## config.mk

```make
export PLATFORM = sky130hd
export DESIGN_NAME = mod_n_counter
export DESIGN_NICKNAME = d
export VERILOG_FILES = /design/src/rtl/counter_pkg.sv /design/src/rtl/mod_n_counter.sv
export SDC_FILE = /design/constraint.sdc
export NUM_CORES = 1
export LEC_CHECK = 0
export BUFFER_PORTS_ARGS = -buffer_cell sky130_fd_sc_hd__buf_2
export CORE_UTILIZATION = 55
export DETAILED_ROUTE_END_ITERATION = 16
export HOLD_SLACK_MARGIN = 0.12
export PLACE_DENSITY = 0.83
export SLEW_MARGIN = 20
export SYNTH_ARGS = -nofsm -noshare
export SYNTH_HDL_FRONTEND = slang
export SYNTH_SLANG_ARGS = --single-unit
export TNS_END_PERCENT = 10
```

## constraint.sdc

```tcl
create_clock -name clk -period 4.7 [get_ports clk]
set_clock_uncertainty 0.05 [all_clocks]
set_input_delay 1.175 -clock clk [delete_from_list [all_inputs] [get_ports clk]]
set_output_delay 1.175 -clock clk [all_outputs]
set_load 0.05 [all_outputs]
```

## src/rtl/counter_pkg.sv

```systemverilog
// Shared types for the modulo-N counter.
//   cnt_mode_e  : run mode select (WRAP, ONESHOT, PINGPONG; RSVD decodes as WRAP)
//   cnt_state_e : run/halt state (HALT is reachable only in ONESHOT)
package counter_pkg;

  typedef enum logic [1:0] {
    WRAP     = 2'b00,
    ONESHOT  = 2'b01,
    PINGPONG = 2'b10,
    RSVD     = 2'b11
  } cnt_mode_e;

  typedef enum logic {
    RUN  = 1'b0,
    HALT = 1'b1
  } cnt_state_e;

endpackage

```

## src/rtl/mod_n_counter.sv

```systemverilog
// Modulo-N counter with enable, direction, synchronous clear, parallel load and three run
// modes (wrap, one-shot, ping-pong).
// Ports:
//   clk      : clock, rising edge
//   reset    : synchronous active-high reset
//   en       : count enable, one step per cycle
//   up_dn    : 1 = count up, 0 = count down (ignored in ping-pong)
//   mode     : cnt_mode_e run mode
//   clear    : synchronous clear to the start value for the current direction
//   load     : parallel load strobe; load_val is the value loaded
//   count    : registered count, always in 0..MODULUS-1
//   tc       : combinational terminal-count flag
//   done     : sticky one-shot completion flag
//   load_err : one-cycle pulse after a load of an out-of-range value
module mod_n_counter
  import counter_pkg::*;
#(
  parameter int unsigned MODULUS = 10,
  parameter int unsigned CW      = $clog2(MODULUS)
) (
  input  logic          clk,
  input  logic          reset,
  input  logic          en,
  input  logic          up_dn,
  input  logic [1:0]    mode,
  input  logic          clear,
  input  logic          load,
  input  logic [CW-1:0] load_val,
  output logic [CW-1:0] count,
  output logic          tc,
  output logic          done,
  output logic          load_err
);

  localparam logic [CW-1:0] MaxCnt = CW'(MODULUS - 1);

  cnt_mode_e  mode_e;
  cnt_state_e state_q, state_d;
  logic [CW-1:0] count_q, count_d;
  logic dir_up_q, dir_up_d;
  logic done_q, done_d;
  logic load_err_q, load_err_d;

  logic going_up;
  logic at_term;
  logic load_ok;
  logic [CW-1:0] inc_val;
  logic [CW-1:0] dec_val;

  assign mode_e = cnt_mode_e'(mode);

  // Ping-pong follows its own internal direction; the other modes follow up_dn.
  assign going_up = (mode_e == PINGPONG) ? dir_up_q : up_dn;
  assign at_term  = going_up ? (count_q == MaxCnt) : (count_q == '0);
  assign load_ok  = (32'(load_val) < MODULUS);

  // Wrap explicitly at MODULUS so non-power-of-two moduli never leave the legal range.
  assign inc_val = (count_q == MaxCnt) ? '0 : count_q + CW'(1);
  assign dec_val = (count_q == '0) ? MaxCnt : count_q - CW'(1);

  assign tc = en && (state_q == RUN) && at_term;

  always_comb begin
    count_d    = count_q;
    dir_up_d   = dir_up_q;
    state_d    = state_q;
    done_d     = done_q;
    load_err_d = 1'b0;

    if (clear) begin
      count_d  = (up_dn || (mode_e == PINGPONG)) ? '0 : MaxCnt;
      dir_up_d = 1'b1;
      state_d  = RUN;
      done_d   = 1'b0;
    end else if (load) begin
      if (load_ok) begin
        count_d = load_val;
      end else begin
        count_d    = MaxCnt;
        load_err_d = 1'b1;
      end
      dir_up_d = 1'b1;
      state_d  = RUN;
      done_d   = 1'b0;
    end else if (en && (state_q == RUN)) begin
      case (mode_e)
        PINGPONG: begin
          // Bounce off each endpoint after holding it for one cycle.
          if (dir_up_q) begin
            if (count_q == MaxCnt) begin
              count_d  = count_q - CW'(1);
              dir_up_d = 1'b0;
            end else begin
              count_d = count_q + CW'(1);
            end
          end else begin
            if (count_q == '0) begin
              count_d  = CW'(1);
              dir_up_d = 1'b1;
            end else begin
              count_d = count_q - CW'(1);
            end
          end
        end
        ONESHOT: begin
          if (at_term) begin
            state_d = HALT;
            done_d  = 1'b1;
          end else begin
            count_d = up_dn ? inc_val : dec_val;
          end
        end
        default: begin
          count_d = up_dn ? inc_val : dec_val;
        end
      endcase
    end
  end

  always_ff @(posedge clk) begin
    if (reset) begin
      count_q    <= '0;
      dir_up_q   <= 1'b1;
      state_q    <= RUN;
      done_q     <= 1'b0;
      load_err_q <= 1'b0;
    end else begin
      count_q    <= count_d;
      dir_up_q   <= dir_up_d;
      state_q    <= state_d;
      done_q     <= done_d;
      load_err_q <= load_err_d;
    end
  end

  assign count    = count_q;
  assign done     = done_q;
  assign load_err = load_err_q;

endmodule

```

==> key figures <==
Critical path
  – CP startpoint kind: input port
  – CP endpoint kind: output port
  – Max FO, Critical Path: 8
  – Crit-path cells: buf_2 > nand2b_1 > mux2i_4 > mux2_2 > and2_1 > buf_2
  – CP max stage cell: mux2i_4
  – Reg2reg start: count[0]
  – Crit path largest cell delay: 0.41 ns
  – Critical Path RT: 3.47 ns
  – CP arrival: 2.71 ns
  – Crit Path Class: input port to output port
  – CP startpoint: mode[0]
  – Most common cell on crit path: buf_2

Pwr
  – Peak supply drop: 0.240 mV
  – PD cells: 238 mW/mm2
  – Leakage: 0.000339 uW

Yosys
  – Number of synthesized flops with an enable pin: 0
  – Share of the synthesized area in the top cell type: 19.1%
  – Main synth FF type: dfxtp_1
  – Sequential share of the synthesized area: 19.1%
  – Syn Nets: 107
  – Synth Register Bits: 7
  – Synthesized area per cell: 7.96 um2
  – Warnings from Yosys: 0
  – Ys async rst share: 0%
  – Largest cells by area after synthesis: dfxtp_1 (19%), mux2_2 (6.2%), ha_1 (5.1%), a21oi_1 (4.1%), mux2i_1 (4.1%)
  – Cell variety after synth: 41
  – Biggest area consumer among synthesized cells: dfxtp_1
  – Synthesized instance count: 92
  – Netlist Area Pre-Place: 732 um2

Floorplan
  – Row count: 12
  – Die ar.: 0.00148 mm2
  – Die W: 38.5 um
  – I/O pin total: 19
  – Initial core utilization: 62.5%
  – Die Ht: 38.5 um
  – Core area: 0.00117 mm2

Clock tree
  – CTS tree: built
  – CTS clk-pin slew, worst paths: 0.06 ns
  – Clk buf depth: 2
  – # Post-CTS Setup Buffers: 0
  – CTS Hold Bufs: 0
  – CTS sink count: 7
  – CTS buffer count: 3
  – Worst-Skew Late Latency: 0.27 ns
  – Max H-tree Level: 1
  – Clock tree root buffer cell: clkbuf_4
  – Post_cts resized: 0

GRT
  – Largest net degree at the start of global routing: 14
  – GRT busiest layer: met2
  – Initial antenna violation count: 0
  – GR Overflow Total: 0
  – Met1 Track Usage GR: 36.3%
  – Met3 usage: 6.98%
  – First-pass GRT wire length: 2750 um
  – M2 GR Usage: 43.8%
  – Total track usage: 27.9%
  – Vias in the first global route: 638

STA
  – Worst slew margin: 70.3%
  – Slew @ Worst Pin: 0.444 ns
  – Setup_tns: 0 ns
  – Max Clock Freq: 0.254 GHz
  – Part of the cycle the worst path needs: 83.7%
  – RSZ-0062 raised after global routing: no
  – Final hold vios: 0
  – Final setup vio count: 0
  – Fin. max-slew vios: 0
  – Fin crit period: 3.94 ns
  – Hold slack: 0.531 ns

Route
  – DRT iter0 DRCs: 11
  – Post-DRT Antenna Nets: 0
  – WL/cell: 14.1 um
  – DR DRC count: 0
  – Routed via count: 751
  – Drt first pass iters: 4
  – Routed wire length: 1710 um
  – Vias per cell: 6.21

Place
  – DP Area: 801 um2
  – Inst Count DP: 117
  – Gp weighted congestion: 0.881
  – Final HPWL DP: 1280 um
  – Port Buffers: 18

Cells and area
  – Most common cell after layout, fill and taps aside: buf_2
  – Multi-input combinational cell area: 534 um2
  – ANT cells: 0
  – Synth-to-Final Area Change: 13.0%
  – Layout cells sized above 1: 26.2%
  – Most frequent cells in the layout: buf_2 (18), dfxtp_1 (7), nor3_1 (6), nand2_1 (6), a21oi_1 (6)
  – Final Instance Area: 827 um2
  – Reg area: 140 um2
  – Final std cells w/o fill: 121
  – Fillers: 97
  – Nets@finish: 123

Run status
  – Outcome: completed

Min path
  – Min-delay src: done
  – Hold Path Class: register to register

Flow run
  – Max Cap Viol: 0
where the power goes:
group	total, uW	switching [uW]	leakage (uW)	internal (uW)
Sequential	68.1	5.79	0.0000572	62.3
Clock	59.7	27.0	0.0000150	32.7
Combinational	69.4	43.3	0.000267	26.1
Total	197	76.1	0.000339	121
state kept, by name, indices dropped and copies added (netlist names):
register and flops:
done 1, count 4, dir_up_q 1, load_err 1
metal layers:
| metal | share of wire [%] | vias up |
|---|---|---|
| met5 | 0 | - |
| met4 | 1.2 | 0 |
| met3 | 7.9 | 2 |
| met2 | 47 | 32 |
| met1 | 44 | 340 |
| li1 | - | 377 |
per-stage QoR:
stage	utilization [%]	power [uW]	worst slack, ns
6_report	70.6	197	0.764
5_1_grt	70.6	206	0.694
4_1_cts	70.6	198	0.770
3_5_place_dp	68.4	138	0.774
3_3_place_gp	68.4	137	0.795
2_1_floorplan	-	122	1.10
final timing paths:
kind              depth (start not counted)  endpoint  slack (ns)
hold reg to reg                           2      done        0.53
hold / removal                            2      done        0.53
setup / recovery                          6        tc        0.76
setup reg to reg                          7  count[1]        2.48
final cells by class:
type	count	share of cell area [%]
inverters	5	2.27
multi-input cells	73	64.6
well taps	14	2.12
clock buffers	4	3.18
flip-flops and latches	7	16.9
repair buffers	18	10.9
cells in the mapped netlist, types with 3 or more instances:
| library cell | number |
|---|---|
| a2111oi_0 | 3 |
| nor2_1 | 4 |
| nand2b_1 | 3 |
| nor3_1 | 6 |
| mux2i_1 | 3 |
| dfxtp_1 | 7 |
| a21oi_1 | 6 |
| inv_1 | 5 |
| nand2_1 | 6 |
| mux2_2 | 4 |
| ha_1 | 3 |
| o21ai_0 | 4 |
| buf_2 | 3 |
logic make-up after synthesis:
| logic type | count (synthesis) | share of synthesized area (%) |
|---|---|---|
| and+or+nand+nor | 34 | 27.0 |
| AOI/OAI and AO/OA | 25 | 23.9 |
| buffers and inverters | 12 | 7.86 |
| muxes | 8 | 13.3 |
| DFF | 7 | 19.1 |
| xor gates and xnor gates | 3 | 3.59 |
| adders and majority gates | 3 | 5.13 |
worst max-delay path: cells and delay by family:
kind                   cells  cell delay [ns]
muxes                      2             0.79
buffers and inverters      2             0.30
and+or+nand+nor            2             0.43
(Power assumes the default switching activity.)
